## src/rtl/fir_tdm_scheduler.sv

```systemverilog
// Time-division scheduler that shares one Avalon-ST FIR across NCH audio channels.
// Serialises input frames into sop/eop packets, regathers FIR beats into frames, and offers a bypass path.
module fir_tdm_scheduler #(
  parameter int NCH   = 2,
  parameter int IN_W  = 16,
  parameter int OUT_W = 24
) (
  input  logic                 AMCLK_i,
  input  logic                 ARST,
  input  logic [NCH*IN_W-1:0]  in_data_i,
  input  logic                 in_valid_i,
  input  logic                 bypass_i,
  input  logic                 clr_err_i,
  output logic [IN_W-1:0]      fir_sink_data_o,
  output logic                 fir_sink_valid_o,
  output logic                 fir_sink_sop_o,
  output logic                 fir_sink_eop_o,
  input  logic [OUT_W-1:0]     fir_source_data_i,
  input  logic                 fir_source_valid_i,
  input  logic                 fir_source_sop_i,
  input  logic                 fir_source_eop_i,
  output logic [NCH*OUT_W-1:0] out_data_o,
  output logic                 out_valid_o,
  output logic                 overrun_o,
  output logic                 chan_err_o
);

  localparam int KW = (NCH > 1) ? $clog2(NCH) : 1;
  localparam int SH = OUT_W - IN_W;
  localparam logic [KW-1:0] LAST = KW'(NCH - 1);

  typedef enum logic [1:0] {IDLE, ISSUE, GAP} state_t;

  state_t                       state_q, state_d;
  logic [KW-1:0]                k_q, k_d;
  logic [KW-1:0]                e_q, e_d;
  logic [NCH-1:0][IN_W-1:0]     in_frame;
  logic [NCH-1:0][IN_W-1:0]     frame_q;
  logic [NCH-1:0][OUT_W-1:0]    shadow_q;
  logic [NCH-1:0][OUT_W-1:0]    byp_frame;
  logic [NCH-1:0][OUT_W-1:0]    fir_frame;
  logic [KW-1:0]                src_idx;
  logic                         accept;
  logic                         overrun_set;
  logic                         chan_set;
  logic                         shadow_we;
  logic                         fir_commit;

  assign in_frame    = in_data_i;
  assign overrun_set = in_valid_i && (state_q != IDLE);

  // Issue FSM: next state, channel counter and the combinational sink beat.
  always_comb begin
    // NOTE: every output of this block gets a default first so no path infers a latch.
    state_d          = state_q;
    k_d              = k_q;
    accept           = 1'b0;
    fir_sink_valid_o = 1'b0;
    fir_sink_data_o  = '0;
    fir_sink_sop_o   = 1'b0;
    fir_sink_eop_o   = 1'b0;
    unique case (state_q)
      IDLE: begin
        if (in_valid_i) begin
          accept = 1'b1;
          if (!bypass_i) begin
            state_d = ISSUE;
            k_d     = '0;
          end
        end
      end
      ISSUE: begin
        fir_sink_valid_o = 1'b1;
        fir_sink_data_o  = frame_q[k_q];
        fir_sink_sop_o   = (k_q == '0);
        fir_sink_eop_o   = (k_q == LAST);
        if (k_q == LAST) state_d = GAP;
        else             k_d     = k_q + 1'b1;
      end
      GAP:     state_d = IDLE;
      default: state_d = IDLE;
    endcase
  end

  // Bypass path: sign-extend, then align to the FIR output's MSBs.
  always_comb begin
    for (int c = 0; c < NCH; c++)
      byp_frame[c] = OUT_W'(signed'(in_frame[c])) << SH;
  end

  // Source collector: a sop beat always restarts the frame at index 0.
  assign src_idx = fir_source_sop_i ? '0 : e_q;

  always_comb begin
    fir_frame          = shadow_q;
    fir_frame[src_idx] = fir_source_data_i;
  end

  always_comb begin
    e_d        = e_q;
    shadow_we  = 1'b0;
    fir_commit = 1'b0;
    chan_set   = 1'b0;
    if (fir_source_valid_i) begin
      if (fir_source_sop_i && (e_q != '0)) chan_set = 1'b1;
      if (!fir_source_sop_i && (e_q == '0)) begin
        chan_set = 1'b1;
      end else begin
        shadow_we = 1'b1;
        if (fir_source_eop_i) begin
          e_d = '0;
          if (src_idx == LAST) fir_commit = 1'b1;
          else                 chan_set   = 1'b1;
        end else if (src_idx == LAST) begin
          e_d      = '0;
          chan_set = 1'b1;
        end else begin
          e_d = src_idx + 1'b1;
        end
      end
    end
  end

  // The sink data is gated by valid, so the frame latch needs no reset.
  always_ff @(posedge AMCLK_i) begin
    if (accept) frame_q <= in_frame;
  end

  always_ff @(posedge AMCLK_i) begin
    if (ARST) begin
      state_q     <= IDLE;
      k_q         <= '0;
      e_q         <= '0;
      // NOTE: the shadow buffer is small and must come up clean, so it is reset like any register.
      shadow_q    <= '0;
      out_data_o  <= '0;
      out_valid_o <= 1'b0;
      overrun_o   <= 1'b0;
      chan_err_o  <= 1'b0;
    end else begin
      // NOTE: non-blocking assignments keep every register updating from pre-edge values.
      state_q     <= state_d;
      k_q         <= k_d;
      e_q         <= e_d;
      if (shadow_we) shadow_q[src_idx] <= fir_source_data_i;
      out_valid_o <= 1'b0;
      if (accept && bypass_i) begin
        out_data_o  <= byp_frame;
        out_valid_o <= 1'b1;
      end else if (fir_commit) begin
        out_data_o  <= fir_frame;
        out_valid_o <= 1'b1;
      end
      if (overrun_set)    overrun_o <= 1'b1;
      else if (clr_err_i) overrun_o <= 1'b0;
      if (chan_set)       chan_err_o <= 1'b1;
      else if (clr_err_i) chan_err_o <= 1'b0;
    end
  end

endmodule
```

## config.mk

```make
export PLATFORM = sky130hd
export DESIGN_NAME = fir_tdm_scheduler
export DESIGN_NICKNAME = d
export VERILOG_FILES = /design/src/rtl/fir_tdm_scheduler.sv
export SDC_FILE = /design/constraint.sdc
export NUM_CORES = 1
export LEC_CHECK = 0
export ABC_AREA = 1
export CAP_MARGIN = 5
export CORE_MARGIN = 2
export CORE_UTILIZATION = 45
export CTS_CLUSTER_SIZE = 10
export DETAILED_ROUTE_END_ITERATION = 16
export PLACE_DENSITY = 0.73
export SLEW_MARGIN = 10
export SYNTH_ARGS = -nofsm -noshare
export SYNTH_HDL_FRONTEND = slang
export SYNTH_SLANG_ARGS = --single-unit
```

## constraint.sdc

```tcl
create_clock -name AMCLK_i -period 3 [get_ports AMCLK_i]
set_clock_uncertainty 0.05 [all_clocks]
set_input_delay 0.45 -clock AMCLK_i [delete_from_list [all_inputs] [get_ports AMCLK_i]]
set_output_delay 0.45 -clock AMCLK_i [all_outputs]
set_load 0.01 [all_outputs]
```

==> flow_summary.json, run 1 <==
{
  "path_max_fanout": 17,
  "r2r_end": "shadow_q[37]",
  "placed_cells": 1023,
  "maxClockFrequency_mhz": 354,
  "syn_avg_cell_area_um2": 7.72,
  "ys_warn_count": 0,
  "start_kind": "flop",
  "setup_viol": 0,
  "synth_top_cell_area_share_pct": 35.5,
  "period_share_pct": 94.3,
  "clk_latency_ns": 0.42,
  "synth_ff_type": "dfxtp_1",
  "required_ns": 2.50,
  "grt_overflow": 0,
  "cts_root_buf": "clkbuf_16",
  "ctsHoldBuffers": 0,
  "rows": 41,
  "synth_edf_count": 32,
  "final-hold-violation-count": 0,
  "hold_path_class": "flop to flop",
  "cp.arrival_ns": 2.33,
  "yosysMostFrequentCell": "nand2_1",
  "drc_errors": 0,
  "antenna_found_initial": 0,
  "numCtsBuffers": 17,
  "coreArea_mm2": 0.0126,
  "r2r_slack_ns": 0.78,
  "path_clk_slew_ns": 0.06,
  "nFillCells": 1083,
  "synth-seq-cells": 135,
  "die_height_um": 118,
  "p_leak_nw": 3.33,
  "initialDrtViolationCount": 447,
  "dieWidth_um": 118,
  "clockBufferDepth": 2,
  "routed_wl_um": 16000,
  "synth.largest_area_cell": "dfxtp_1",
  "pin_count": 134,
  "wl_per_cell_um": 15.2,
  "fin_nets": 934,
  "period_minus_slack_ns": 2.83,
  "worst_pin_slew_ns": 0.960,
  "critPathBufInv": 2,
  "slowest_delay_ns": 0.48,
  "worst_r2r_path_depth": 5,
  "num_antenna_cells": 0,
  "postCtsResizedCells": 0,
  "path_delay_family": "buffers and inverters",
  "post_cts.repair.setup_buffers": 0,
  "ys_seq_area_share_pct": 52.0,
  "yosys-top-cells-area": "dfxtp_1 35%, edfxtp_1 17%, nand2_1 10%",
  "cp-end-kind": "output port",
  "hold_slack_ns": 0.412,
  "initial_utilization_pct": 46.1,
  "num_vias": 5449,
  "dieArea_mm2": 0.0138,
  "drive_gt1_share_pct": 6.68,
  "syn_to_final_growth_pct": 36.0,
  "synthArstFlopShare_pct": 0,
  "reg2reg_from": "e_q",
  "vias_per_cell": 5.16,
  "syn_area_mm2": 0.00582,
  "slew_viol_final": 0,
  "final_core_util_pct": 62.7,
  "grt.total_usage_pct": 23.1,
  "hold_start": "out_data_o[30]",
  "grt_max_degree": 52,
  "fin_cells": 1055,
  "maxCapViolCount": 0,
  "gp_congestion": 0.853,
  "rsz0062_at_grt": "false",
  "min_delay_worst_endpoint": "out_data_o[30]",
  "powerDensity_mw_per_mm2": 634,
  "syn-instance-count": 753,
  "setup_tns_ns": 0,
  "status": "finished, final reports clean",
  "crit_type": "flop to output port",
  "synth.distinct_cells": 25,
  "netlist_top_cells_count": "159 x nand2_1, 113 x nor2_1, 103 x dfxtp_1, 62 x a21oi_1, 61 x inv_1",
  "first_pass_iters": 7,
  "crit_path_cell_trace": "nor2_1 > nand2_1 > clkinv_1 > a22o_1 > clkdlybuf4s50_1",
  "ir_worst_vdd_v": 0.000341,
  "grt_pass1_wl_um": 25600,
  "ant_nets": 0,
  "hpwl_um": 11400,
  "cts_tree": "yes",
  "critPathSlowestCell": "clkdlybuf4s50_1",
  "htreeDepth": 4,
  "syn_nets": 817,
  "clock_sinks": 135,
  "grt_pass1_vias": 4960,
  "relSlewSlack_pct": 36.0,
  "hold_depth": 2,
  "io_buffers": 133
}
## stage by stage
| step | instance area (um^2) | setup WS, ns | power [W] |
|---|---|---|---|
| after floorplan | 5820 | 0.359 | 0.00240 |
| after global placement | 7240 | 0.325 | 0.00267 |
| after detailed placement | 7240 | 0.203 | 0.00269 |
| after CTS | 7910 | 0.154 | 0.00503 |
| after global routing | 7910 | 0.0178 | 0.00518 |
| final | 7910 | 0.172 | 0.00501 |
## final cells by class
cell class                 count  area (um^2)  share of cell area, %
timing repair buffer         145         1430                   18.1
sequential                   135         3020                   38.2
clock inverter                12          194                   2.45
tap                          172          215                   2.72
inverter                      68          255                   3.23
multi-input combinational    503         2310                   29.2
clock buffer                  20          478                   6.04
## worst register-to-register path: cells and delay by family, from the launching register on
kind                   cells  cell delay (ns)
AOI/OAI and AO/OA          3             1.07
buffers and inverters      2             0.68
DFF                        1             0.32
## placed cells by master (no fill, tap or decap), types with 2 or more instances in the layout
cell type,netlist,routed
clkinv_2,0,3
clkbuf_8,0,2
clkinvlp_4,0,3
a21oi_1,62,62
clkdlybuf4s50_1,0,133
inv_2,5,5
nor2_4,2,2
edfxtp_1,32,32
nand3_4,2,2
nand2_1,159,159
o21ai_1,28,28
buf_4,7,11
nand2_2,2,2
a22o_1,16,16
nand4_1,7,7
nand3_1,60,60
nor2_1,113,112
o21ai_0,48,48
dfxtp_1,103,103
clkbuf_16,0,18
clkinv_1,2,2
bufinv_16,0,5
inv_1,61,61
## logic make-up after synthesis
kind of cell,share of synthesized area [%]
AOI/OAI and AO/OA,14.6
and+or+nand+nor,25.1
buffers and inverters,8.37
DFF,52.0
## power breakdown
part	total (W)	internal, W	switching (W)
logic	0.000624	0.000275	0.000349
clock network	0.00235	0.00156	0.000787
registers	0.00204	0.00198	0.0000517
total	0.00501	0.00382	0.00119
## sequential cells by signal, indices dropped and copies added (netlist names)
| name | count |
|---|---|
| frame_q | 32 |
| e_q | 1 |
| chan_err_o | 1 |
| out_valid_o | 1 |
| k_q | 1 |
| state_q | 2 |
| shadow_q | 48 |
| out_data_o | 48 |
| overrun_o | 1 |
## routing by layer
layer	wire length [um]	vias to the layer above	share of wire [%]	track usage (%)
met4	201	0	1.3	7.00
li1	-	2702	-	-
met1	7680	2509	48	32.8
met3	975	14	6.1	5.28
met2	7170	224	45	35.0
met5	0	-	0	0
## worst max-delay path by stage
stage                                    end  cells past startpoint  slack [ns]              from
after floorplan                   frame_q[0]                      3        0.36        in_valid_i
after global routing      fir_sink_data_o[2]                      5        0.02        state_q[1]
after global placement          shadow_q[18]                      6        0.33  fir_source_sop_i
final                     fir_sink_data_o[6]                      5        0.17        state_q[1]
after CTS                 fir_sink_data_o[6]                      6        0.15        state_q[0]
after detailed placement         shadow_q[8]                      6        0.20  fir_source_sop_i
Power figures use the tool's default switching activity.
==> run 2, diff against run 1 <==
DONT_BUFFER_PORTS = 1   (was default)
PLACE_DENSITY = default   (was 0.73)
==> run 2 against run 1 <==
Effect of this change:
- die area stayed put
- sequential share of layout area increased by 9.1 points
- count of clock-buffer cells in the layout is 7 higher
- first-iteration DRC count is 18% lower
- via count is 12% lower
==> flow_summary.json, run 2 (synthesized netlist as in run 1, its figures left out) <==
{
  "crit_type": "flop to flop",
  "wl_per_cell_um": 16.1,
  "seqPwrFrac_pct": 48.2,
  "p_comb_share_pct": 9.2,
  "hpwl_um": 10600,
  "period_share_pct": 84.9,
  "status": "finished, final reports clean",
  "p_switching_w": 0.00105,
  "worst_r2r_path_depth": 6,
  "top_regs": "out_data_o (48), shadow_q (48), frame_q (32)",
  "gp_congestion": 0.835,
  "vias_per_cell": 5.26,
  "syn_to_final_growth_pct": 9.72,
  "htreeDepth": 4,
  "setup_tns_ns": 0,
  "clk_latency_ns": 0.42,
  "dieWidth_um": 118,
  "hold_path_class": "primary input to flop",
  "first_pass_iters": 5,
  "total_power_w": 0.00427,
  "slew_viol_final": 0,
  "final-hold-violation-count": 0,
  "ctsHoldBuffers": 0,
  "placed_cells": 885,
  "post_cts.repair.setup_buffers": 0,
  "p_clk_share_pct": 42.6,
  "grt_overflow": 0,
  "grt_pass1_wl_um": 23700,
  "critPathSlowestCell": "o21ai_2",
  "fin_cells": 916,
  "postCtsResizedCells": 0,
  "ant_nets": 0,
  "dieArea_mm2": 0.0138,
  "grt_pass1_vias": 4434,
  "drc_errors": 0,
  "num_vias": 4821,
  "grt_max_degree": 44,
  "hold_slack_ns": 0.0511,
  "cp.arrival_ns": 2.79,
  "rows": 41,
  "num_antenna_cells": 0,
  "powerDensity_mw_per_mm2": 669,
  "ir_worst_vdd_v": 0.000332,
  "cts_tree": "yes",
  "antenna_found_initial": 0,
  "cts_root_buf": "clkbuf_16",
  "coreArea_mm2": 0.0126,
  "clockBufferDepth": 2,
  "initialDrtViolationCount": 367,
  "relSlewSlack_pct": 33.7,
  "initial_utilization_pct": 46.1,
  "io_buffers": 0,
  "final_common_cell": "nand2_1",
  "crit_path_cell_trace": "buf_4 > o21ai_2 > inv_2 > buf_12 > o21ai_0 > a21oi_1",
  "p_leak_nw": 2.75,
  "pin_count": 134,
  "internal_power_w": 0.00322,
  "maxClockFrequency_mhz": 393,
  "slowest_delay_ns": 0.80,
  "numCtsBuffers": 17,
  "fin_nets": 796,
  "drive_gt1_share_pct": 6.18,
  "period_minus_slack_ns": 2.55,
  "maxCapViolCount": 0,
  "required_ns": 3.25,
  "swShare_pct": 24.6,
  "path_max_fanout": 42,
  "rsz0062_at_grt": "false",
  "worst_pin_slew_ns": 0.994,
  "routed_wl_um": 14800,
  "path_clk_slew_ns": 0.05,
  "cp-end-kind": "flop",
  "start_kind": "flop",
  "grt.total_usage_pct": 21.6,
  "final_cell_mix": "159 x nand2_1, 112 x nor2_1, 103 x dfxtp_1",
  "setup_viol": 0,
  "die_height_um": 118,
  "hold_depth": 1,
  "clock_sinks": 135
}
## run 2: changes by cell type in the layout (fill, tap and decap cells not counted)
| cell | change |
|---|---|
| clkbuf_8 | +1 |
| clkbuf_1 | +7 |
| buf_4 | -5 |
| bufinv_16 | -5 |
| clkdlybuf4s50_1 | -133 |
| clkinvlp_4 | -3 |
| clkbuf_16 | -1 |
## run 2: worst max-delay path, delay by kind of cell, from the launching register on
family / cells / cell delay (ns)
buffers and inverters: 3 / 0.98
DFF: 1 / 0.33
AOI/OAI and AO/OA: 3 / 1.03
## run 2: routing by layer
layer  up-vias  track usage [%]  wire length (um)
met5         -                0                 0
li1       2418                -                 -
met4         0             8.73               308
met2       174             30.3              6370
met3        26             8.53              1440
met1      2203             29.7              6670
## run 2: power groups by stage
stage / combinational (W) / clock [W] / sequential (W)
finish: 0.000393 / 0.00182 / 0.00206
floorplan: 0.000330 / 0 / 0.00208
global placement: 0.000382 / 0 / 0.00209
global route: 0.000452 / 0.00192 / 0.00207
detailed placement: 0.000392 / 0 / 0.00209
CTS: 0.000395 / 0.00185 / 0.00206
## run 2: per-stage QoR
stage | instance area (um^2) | utilization, % | setup WS (ns)
4_1_cts | 6380 | 50.6 | 0.443
3_3_place_gp | 5870 | 46.5 | 0.563
3_5_place_dp | 5870 | 46.5 | 0.457
6_report | 6380 | 50.6 | 0.454
2_1_floorplan | 5820 | - | 0.359
5_1_grt | 6380 | 50.6 | 0.215
## run 2: path summary, 6_finish.rpt
path,slack (ns),to,startpoint
max,0.45,shadow_q[19],e_q
min,0.05,out_data_o[11],ARST
max reg2reg,0.45,shadow_q[19],e_q
min reg2reg,0.45,state_q[1],k_q
## run 2: final cells by class
type                    count  area [um^2]
clock buffers              27          493
clock inverters             4         21.3
fillers                  1256         6240
inverters                  68          255
multi-input cells         503         2310
flip-flops and latches    135         3020
well taps                 172          215
repair buffers              7         65.1
